--- src/rtl/imm_gen_pkg.sv ---
// rtl/imm_gen_pkg.sv - shared types and opcode constants for the immediate generator
package imm_gen_pkg;

   localparam int IMM_MAX_W = 64;

   typedef enum logic [2:0] {
      FMT_R   = 3'd0,
      FMT_I   = 3'd1,
      FMT_S   = 3'd2,
      FMT_B   = 3'd3,
      FMT_U   = 3'd4,
      FMT_J   = 3'd5,
      FMT_ILL = 3'd7
   } fmt_t;

   localparam logic [6:0] OP_LOAD   = 7'b0000011;
   localparam logic [6:0] OP_IMM    = 7'b0010011;
   localparam logic [6:0] OP_IMM32  = 7'b0011011;
   localparam logic [6:0] OP_JALR   = 7'b1100111;
   localparam logic [6:0] OP_SYSTEM = 7'b1110011;
   localparam logic [6:0] OP_STORE  = 7'b0100011;
   localparam logic [6:0] OP_BRANCH = 7'b1100011;
   localparam logic [6:0] OP_LUI    = 7'b0110111;
   localparam logic [6:0] OP_AUIPC  = 7'b0010111;
   localparam logic [6:0] OP_JAL    = 7'b1101111;
   localparam logic [6:0] OP_REG    = 7'b0110011;
   localparam logic [6:0] OP_REG32  = 7'b0111011;

   // imm is always built at full width; narrower configurations take the low bits
   typedef struct packed {
      logic [IMM_MAX_W-1:0] imm;
      fmt_t                 fmt;
      logic                 illegal;
   } entry_t;

endpackage

--- src/rtl/imm_decode.sv ---
// rtl/imm_decode.sv - combinational format decode and immediate extension
module imm_decode
   import imm_gen_pkg::*;
#(
   parameter int XLEN = 64
) (
   input  logic [31:0] instr_i,
   input  logic        zext_i,
   output entry_t      entry_o
);

   logic fill;

   always_comb begin
      fill            = ~zext_i & instr_i[31];
      entry_o         = '0;
      entry_o.fmt     = FMT_ILL;
      entry_o.illegal = 1'b1;

      // instr[1:0] != 11 can never match a listed opcode, so it falls to ILL
      case (instr_i[6:0])
         OP_LOAD, OP_IMM, OP_JALR, OP_SYSTEM: begin
            entry_o.fmt     = FMT_I;
            entry_o.illegal = 1'b0;
            entry_o.imm     = {{52{fill}}, instr_i[31:20]};
         end
         OP_IMM32: begin
            if (XLEN == 64) begin
               entry_o.fmt     = FMT_I;
               entry_o.illegal = 1'b0;
               entry_o.imm     = {{52{fill}}, instr_i[31:20]};
            end
         end
         OP_STORE: begin
            entry_o.fmt     = FMT_S;
            entry_o.illegal = 1'b0;
            entry_o.imm     = {{52{fill}}, instr_i[31:25], instr_i[11:7]};
         end
         OP_BRANCH: begin
            entry_o.fmt     = FMT_B;
            entry_o.illegal = 1'b0;
            entry_o.imm     = {{51{fill}}, instr_i[31], instr_i[7],
                               instr_i[30:25], instr_i[11:8], 1'b0};
         end
         OP_LUI, OP_AUIPC: begin
            entry_o.fmt     = FMT_U;
            entry_o.illegal = 1'b0;
            entry_o.imm     = {{32{fill}}, instr_i[31:12], 12'b0};
         end
         OP_JAL: begin
            entry_o.fmt     = FMT_J;
            entry_o.illegal = 1'b0;
            entry_o.imm     = {{43{fill}}, instr_i[31], instr_i[19:12],
                               instr_i[20], instr_i[30:21], 1'b0};
         end
         OP_REG, OP_REG32: begin
            entry_o.fmt     = FMT_R;
            entry_o.illegal = 1'b0;
         end
         default: begin
            entry_o.fmt     = FMT_ILL;
            entry_o.illegal = 1'b1;
         end
      endcase
   end

endmodule

--- src/rtl/imm_gen_pipe.sv ---
// rtl/imm_gen_pipe.sv - immediate generator behind a 2-entry ready/valid buffer
module imm_gen_pipe
   import imm_gen_pkg::*;
#(
   parameter int XLEN  = 64,
   parameter int CNT_W = 16
) (
   input  logic             clk,
   input  logic             rst_n,
   input  logic             in_valid,
   output logic             in_ready,
   input  logic [31:0]      in_instr,
   input  logic             in_zext,
   output logic             out_valid,
   input  logic             out_ready,
   output logic [XLEN-1:0]  out_imm,
   output logic [2:0]       out_fmt,
   output logic             out_illegal,
   input  logic             clr_cnt,
   output logic [CNT_W-1:0] ill_count
);

   entry_t           dec_entry;
   entry_t           mem_q [2];
   entry_t           head;
   logic [1:0]       count_q, count_d;
   logic             wr_ptr_q, wr_ptr_d;
   logic             rd_ptr_q, rd_ptr_d;
   logic [CNT_W-1:0] ill_q, ill_d;
   logic             accept, pop;

   imm_decode #(.XLEN(XLEN)) u_decode (
      .instr_i (in_instr),
      .zext_i  (in_zext),
      .entry_o (dec_entry)
   );

   // in_ready depends only on the registered count, never on out_ready
   assign in_ready  = (count_q != 2'd2);
   assign out_valid = (count_q != 2'd0);
   assign accept    = in_valid & in_ready;
   assign pop       = out_valid & out_ready;
   assign head      = mem_q[rd_ptr_q];

   assign out_imm     = out_valid ? head.imm[XLEN-1:0] : '0;
   assign out_fmt     = out_valid ? head.fmt : FMT_R;
   assign out_illegal = out_valid & head.illegal;
   assign ill_count   = ill_q;

   always_comb begin
      count_d  = count_q;
      wr_ptr_d = wr_ptr_q;
      rd_ptr_d = rd_ptr_q;
      ill_d    = ill_q;
      case ({accept, pop})
         2'b10:   count_d = count_q + 2'd1;
         2'b01:   count_d = count_q - 2'd1;
         default: count_d = count_q;
      endcase
      if (accept) wr_ptr_d = ~wr_ptr_q;
      if (pop)    rd_ptr_d = ~rd_ptr_q;
      if (clr_cnt) begin
         ill_d = '0;
      end else if (accept && dec_entry.illegal && (ill_q != '1)) begin
         ill_d = ill_q + CNT_W'(1);
      end
   end

   always_ff @(posedge clk or negedge rst_n) begin
      if (!rst_n) begin
         count_q  <= 2'd0;
         wr_ptr_q <= 1'b0;
         rd_ptr_q <= 1'b0;
         ill_q    <= '0;
         mem_q[0] <= '0;
         mem_q[1] <= '0;
      end else begin
         count_q  <= count_d;
         wr_ptr_q <= wr_ptr_d;
         rd_ptr_q <= rd_ptr_d;
         ill_q    <= ill_d;
         if (accept) mem_q[wr_ptr_q] <= dec_entry;
      end
   end

endmodule

--- config.mk ---
export PLATFORM = sky130hd
export DESIGN_NAME = imm_gen_pipe
export DESIGN_NICKNAME = d
export VERILOG_FILES = /design/src/rtl/imm_gen_pkg.sv /design/src/rtl/imm_decode.sv /design/src/rtl/imm_gen_pipe.sv
export SDC_FILE = /design/constraint.sdc
export NUM_CORES = 1
export LEC_CHECK = 0
export ABC_AREA = 1
export CORE_UTILIZATION = 30
export DETAILED_ROUTE_END_ITERATION = 10
export SLEW_MARGIN = 20
export SYNTH_ARGS = -nofsm -noshare
export SYNTH_HDL_FRONTEND = slang
export SYNTH_SLANG_ARGS = --single-unit
--- constraint.sdc ---
create_clock -name clk -period 3.3 [get_ports clk]
set_input_delay 0.33 -clock clk [delete_from_list [all_inputs] [get_ports clk]]
set_output_delay 0.33 -clock clk [all_outputs]
set_load 0.05 [all_outputs]
# [After elaboration in Yosys (flattened, before gate mapping)]
# Cells that the tools add are included.
[word_totals] reg_bits=156 word_cells=63 out_inout_bits=86 input_bits=38
[op_classes] muxes=13 order_cmp=3 eq_ne=16 bitwise_logic=9 addsub=3 n_reduce_logical=9
[op_table] cell="case mux 64 bit (5 select lines)" n=1
[op_table] cell="2-to-1 mux 68 bit" n=4
[op_table] cell="bitwise mux 136 bit" n=1
[op_table] cell="demux 68 bit (select 1 bit)" n=1
[op_table] cell="2-to-1 mux 64 bit" n=1
[op_table] cell="2-to-1 mux 16 bit" n=2
[op_table] cell="equality test 7 x 6 -> 1 bit, second input constant" n=4
[op_table] cell="equality test 7 bit, second input constant" n=4
[op_table] cell="case mux 4 bit (6 select lines)" n=1
[op_table] cell="equality test 7 x 5 -> 1 bit, second input constant" n=3
[op_table] cell="adder 16 x 1 -> 16 bit, second input constant" n=1
[op_table] cell="inequality test 16 bit, second input constant" n=1
[op_table] cell="equality test 7 x 2 -> 1 bit, second input constant" n=1
[op_table] cell="nonzero test 2 bit" n=3
[op_table] cell="OR reduction 5 bit" n=1
[op_table] cell="bitwise AND 1 bit" n=4
[op_table] cell="greater-or-equal comparator 2 bit, second input constant" n=2
[op_table] cell="NOT 1 -> 2 bit" n=2
[op_table] cell="case mux 2 bit (2 select lines)" n=1
[op_table] cell="OR reduction 2 bit" n=2
[op_table] cell="logical AND 1 bit" n=3
[op_table] cell="2-to-1 mux 3 bit" n=1
[op_table] cell="NOT 1 bit" n=3
[op_table] cell="adder 2 x 1 -> 2 bit, second input constant" n=1
[op_table] cell="5 further kinds" n=5

# [Depth between registers and ports, before layout]
[logic_depth] ltp_word=7 depth_mapped=11 ltp_nobuf=11

# [By module]
# From an unflattened synthesis, not the netlist that was laid out.
[hier_totals] hier_cells=1104 area_unflattened_um2=8354.3
[modules_own_cells] mod="imm_gen_pipe" seq_area_each_um2=3903.7 cells_each=905 area_per_inst_um2=7260.7 n_inst=1
[modules_own_cells] mod="imm_decode" seq_area_each_um2=0.0 cells_each=199 area_per_inst_um2=1093.5 n_inst=1

# [Least setup slack after synthesis]
# OpenSTA, ideal clock, no wires.
[synth_timing] kind="flip-flop to output port" startpoint="reg rd_ptr_q" endpoint="out out_imm[33]" required_time_ps=2970 arrival_time_ps=3259 slack_ps=-289 path_stages_with_launch=7 n_path_buf=3 path_cell_list="dfrtp_1 > clkbuf_1 > inv_1 > clkbuf_1 > nand2_1 > a21oi_1 > buf_4"
[synth_between] elab_chain_len=5
[synth_lines] element="from (decl)" line_no="imm_gen_pipe.sv:28" rtl="logic rd_ptr_q, rd_ptr_d;"
[synth_lines] element="from (signal assigned)" line_no="imm_gen_pipe.sv:80" rtl="rd_ptr_q <= rd_ptr_d;"
[synth_lines] element="NOT 1 -> 2 bit (not written as such)" line_no="imm_gen_pipe.sv:43" rtl="assign head = mem_q[rd_ptr_q];"
[synth_lines] element="2-to-1 mux 68 bit (not written as such) (3 in series)" line_no="imm_gen_pipe.sv:43"
[synth_lines] element="2-to-1 mux 64 bit" line_no="imm_gen_pipe.sv:45" rtl="assign out_imm = out_valid ? head.imm[XLEN-1:0] : '0;"
[synth_lines] element="to (decl)" line_no="imm_gen_pipe.sv:16" rtl="output logic [XLEN-1:0] out_imm,"
# No other way between the ends. The select of a mux whose other input is x is not followed.

# [Worst setup path in the final report]
[layout_timing] startpoint="reg count_q[0]" endpoint="out out_imm[40]"
[layout_between] elab_chain_len=2
[layout_lines] element="from (decl)" line_no="imm_gen_pipe.sv:26" rtl="logic [1:0] count_q, count_d;"
[layout_lines] element="from (signal assigned)" line_no="imm_gen_pipe.sv:78" rtl="count_q <= count_d;"
[layout_lines] element="nonzero test 2 bit" line_no="imm_gen_pipe.sv:40" rtl="assign out_valid = (count_q != 2'd0);"
[layout_lines] element="2-to-1 mux 64 bit" line_no="imm_gen_pipe.sv:45"
# No other way between the ends.

==> metrics.md <==
| Metric | Value |
|---|---|
| Status | completed |
| Slowest cell on crit path | buf_4 |
| Synth area leaders | dfrtp_1 (44%), nand2_1 (21%), nand3_1 (4.8%) |
| Residual DRC | 0 |
| Fin util | 0.4069 |
| Hold Path Origin | mem_q[84] |
| Worst r2r dst | mem_q[82] |
| Synth warn | 0 |
| Routed wire length | 15040 um |
| Compound-cell area share of the yosys netlist | 0.09499 |
| Sum of negative setup slack | 0 ps |
| Syn Nets | 788 |
| Vias/cell | 4.697 |
| Worst VDD drop | 0.4118 mV |
| Post-synthesis sequential area ratio | 0.4399 |
| DIE WIDTH | 135.5 um |
| Htree depth | 3 |
| Vias in the first global route | 4572 |
| Routed length per instance | 14.22 um |
| Max Cap Viol | 0 |
| CORE AREA | 17360 sq um |
| Final cell count without fillers | 1058 |
| Req. time, crit path | 2970 ps |
| Final HPWL DP | 10360 um |
| Final setup viols | 0 |
| CP max stage delay | 700 ps |
| Cell depth of the worst min-delay path | 2 |
| Initial cell density of the core | 0.3081 |
| Layout cell share with drive strength beyond 1 | 0.1441 |
| DRT Pass-1 Iters | 4 |
| Final Critical Period | 2342 ps |
| Setup slack, reg-to-reg | 1420 ps |
| Final net count | 868 |
| R2R depth | 7 |
| Clock latency on the worst-skew pair | 350 ps |
| Hold endpoint | mem_q[84] |
| XOR/XNOR Fraction of Synth Area | 0.01474 |
| Adder-cell share of the synthesized area | 0.004679 |
| Multiplexer share of the synthesized area | 0 |
| WP buf/inv | 2 |
| ANT nets after route | 0 |
| Crit path capture type | output pin |
| RePlAce Congestion | 0.8031 |
| Grt ovf | 0 |
| Post-synth top area share | 0.4399 |
| RSZ-0062 raised after global routing | false |
| Place WS | 657.2 ps |
| Mapped Area | 5348 sq um |
| Yosys cell types | 28 |
| Total of flip-flops plus latches after synthesis | 94 |
| Clk_skew | 9.321 ps |
| Final Max Slew Viols | 0 |
| CP max FO | 32 |
| Num CTS Buffers | 9 |
| WHS | 476.5 ps |
| Combinational family with the most area after synthesis | simple AND/OR/NAND/NOR gates |
| Final worst-path cycle share | 0.7097 |
| PortBufs | 123 |
| CTS tree | done |
| Largest net degree at the start of global routing | 53 |
| DRT iter0 DRCs | 355 |
| Yosys top cell by area | dfrtp_1 |
| Setup CP Type | reg2out |
| CP arrival | 2010 ps |
| Mapped Avg Cell Area | 7.149 sq um |
| Setup WS post-layout | 958.1 ps |
| Worst path top cell family by delay | buffers and inverters |
| Area Growth Syn to Fin | 32.08% |
| Worst-Margin Slew | 980.0 ps |
| Clock buffer depth | 2 |
| DIE HEIGHT | 135.5 um |
| Hold Path Class | reg2reg |
| Worst r2r src | count_q[0] |
| Total track usage | 0.1741 |
| Worst-path cell chain | nor2_1, a21oi_2, buf_4, buf_12 |
| Clock sink count | 94 |
| Post-layout instance area | 7063 sq um |
| Root buffer cell | clkbuf_16 |
| Normalized max-slew margin | 0.3460 |
| Antenna Cells | 0 |
| Max Clock Freq | 0.4270 GHz |
| CTS clk-pin slew, worst paths | 60 ps |
| Vias | 4969 |
| Dpl cell area | 6779 sq um |
| First-pass GRT wire length | 24500 um |
| Antenna violations before repair | 0 |
| Row count | 48 |
| PwrDens | 667.2 nW/um^2 |
| Die area | 18360 sq um |
| # IOs | 124 |
| Synth Area in Simple Gates | 0.3292 |
| Gate Count Post-Synth | 748 |
| Final Power | 4.712 mW |
| P_leak | 3.520 nW |
| Type of origin of the critical path | register |
| PostCTS Resize Cnt | 0 |
| Fin. Hold Viols | 0 |
| Placed insts | 1041 |
-- cell usage after synthesis --
cell and instances:
inv_2 4, a21o_1 1, nand3_1 51, nor2_4 4, buf_2 9, nand2_2 7, xor2_1 6, nor3_4 1
clkbuf_1 21, nand2_1 304, inv_1 56, o21ai_0 50, dfrtp_1 94, buf_6 3, a31oi_1 1, nor3_1 3
nor2_2 3, o22ai_1 1, buf_4 32, o21bai_1 1, ha_1 2, nand4_1 7, xnor2_1 3, nand3_2 4
a21oi_1 40, o21ai_1 6, nand3_4 1, nor2_1 33
-- worst max path at each step --
| stage | startpoint | to | depth (start not counted) |
|---|---|---|---|
| CTS | count_q[0] | out_imm[24] | 5 |
| global route | in_instr[6] | mem_q[21] | 12 |
| global placement | in_instr[6] | mem_q[18] | 12 |
| detailed placement | in_instr[6] | mem_q[18] | 12 |
| floorplan | rd_ptr_q | out_imm[33] | 6 |
| finish | count_q[0] | out_imm[40] | 4 |
-- cell families (layout without fill, tap and decap cells) --
family                   after synthesis  after routing
AND/OR/NAND/NOR                      418            418
buffers and inverters                125            210
AO/OA/AOI/OAI                        100            100
flip-flops                            94             94
XOR/XNOR                               9              9
adder cells (fa/ha/maj)                2              2
-- worst reg2reg max path: stages (launching register included) --
cell and delay, ps:
dfrtp_1 420, inv_1 70, nand2_1 70, nand2_2 160
nor2_1 80, inv_1 330, buf_4 440, o21ai_0 180
-- area by class of cell --
| type | count | area [sq um] |
|---|---|---|
| fill | 1796 | 10290 |
| multi-input combinational | 529 | 2376 |
| sequential | 94 | 2352 |
| timing repair buffer | 134 | 1554 |
| tap | 225 | 281.5 |
| clock buffer | 10 | 229.0 |
| inverter | 60 | 225.2 |
| clock inverter | 6 | 45.04 |
-- registers in the layout, summed over array words and instances, names as in the netlist --
signal	count
rd_ptr_q	1
mem_q	74
ill_count	16
wr_ptr_q	1
count_q	2
-- metal layers --
layer | vias to the layer above | track usage | part of all wire
met3 | 21 | 0.03891 | 0.065
met2 | 166 | 0.2638 | 0.43
met5 | - | 0 | 0
met1 | 2304 | 0.2413 | 0.48
li1 | 2478 | - | -
met4 | 0 | 0.06429 | 0.024
-- where the power goes --
| part | leakage (nW) | internal, mW | switching [mW] |
|---|---|---|---|
| combinational | 2.12 | 0.654 | 1.67 |
| sequential | 1.28 | 1.32 | 0.0911 |
| clock | 0.126 | 0.515 | 0.465 |
-- what timing repair did --
action,4_1_cts,5_1_grt
hold buffers,1,0
endpoints found under the hold margin,8,0
buffers inserted,0,0
-- cell usage in the layout (no fill, tap or decap), types with 2 or more instances in the layout --
cell type,netlist,final
nand2_1,304,304
dfrtp_1,94,94
inv_1,56,56
clkdlybuf4s50_1,0,53
nand3_1,51,51
o21ai_0,50,50
buf_4,32,47
a21oi_1,40,39
nor2_1,33,33
buf_12,0,33
clkbuf_16,0,9
nand2_2,7,7
nand4_1,7,7
xor2_1,6,6
o21ai_1,6,6
inv_2,4,4
nor2_4,4,4
nand3_2,4,4
nor2_2,3,3
xnor2_1,3,3
nor3_1,3,3
clkinvlp_4,0,3
ha_1,2,2
inv_6,0,2
Power figures use the tool's default switching activity.
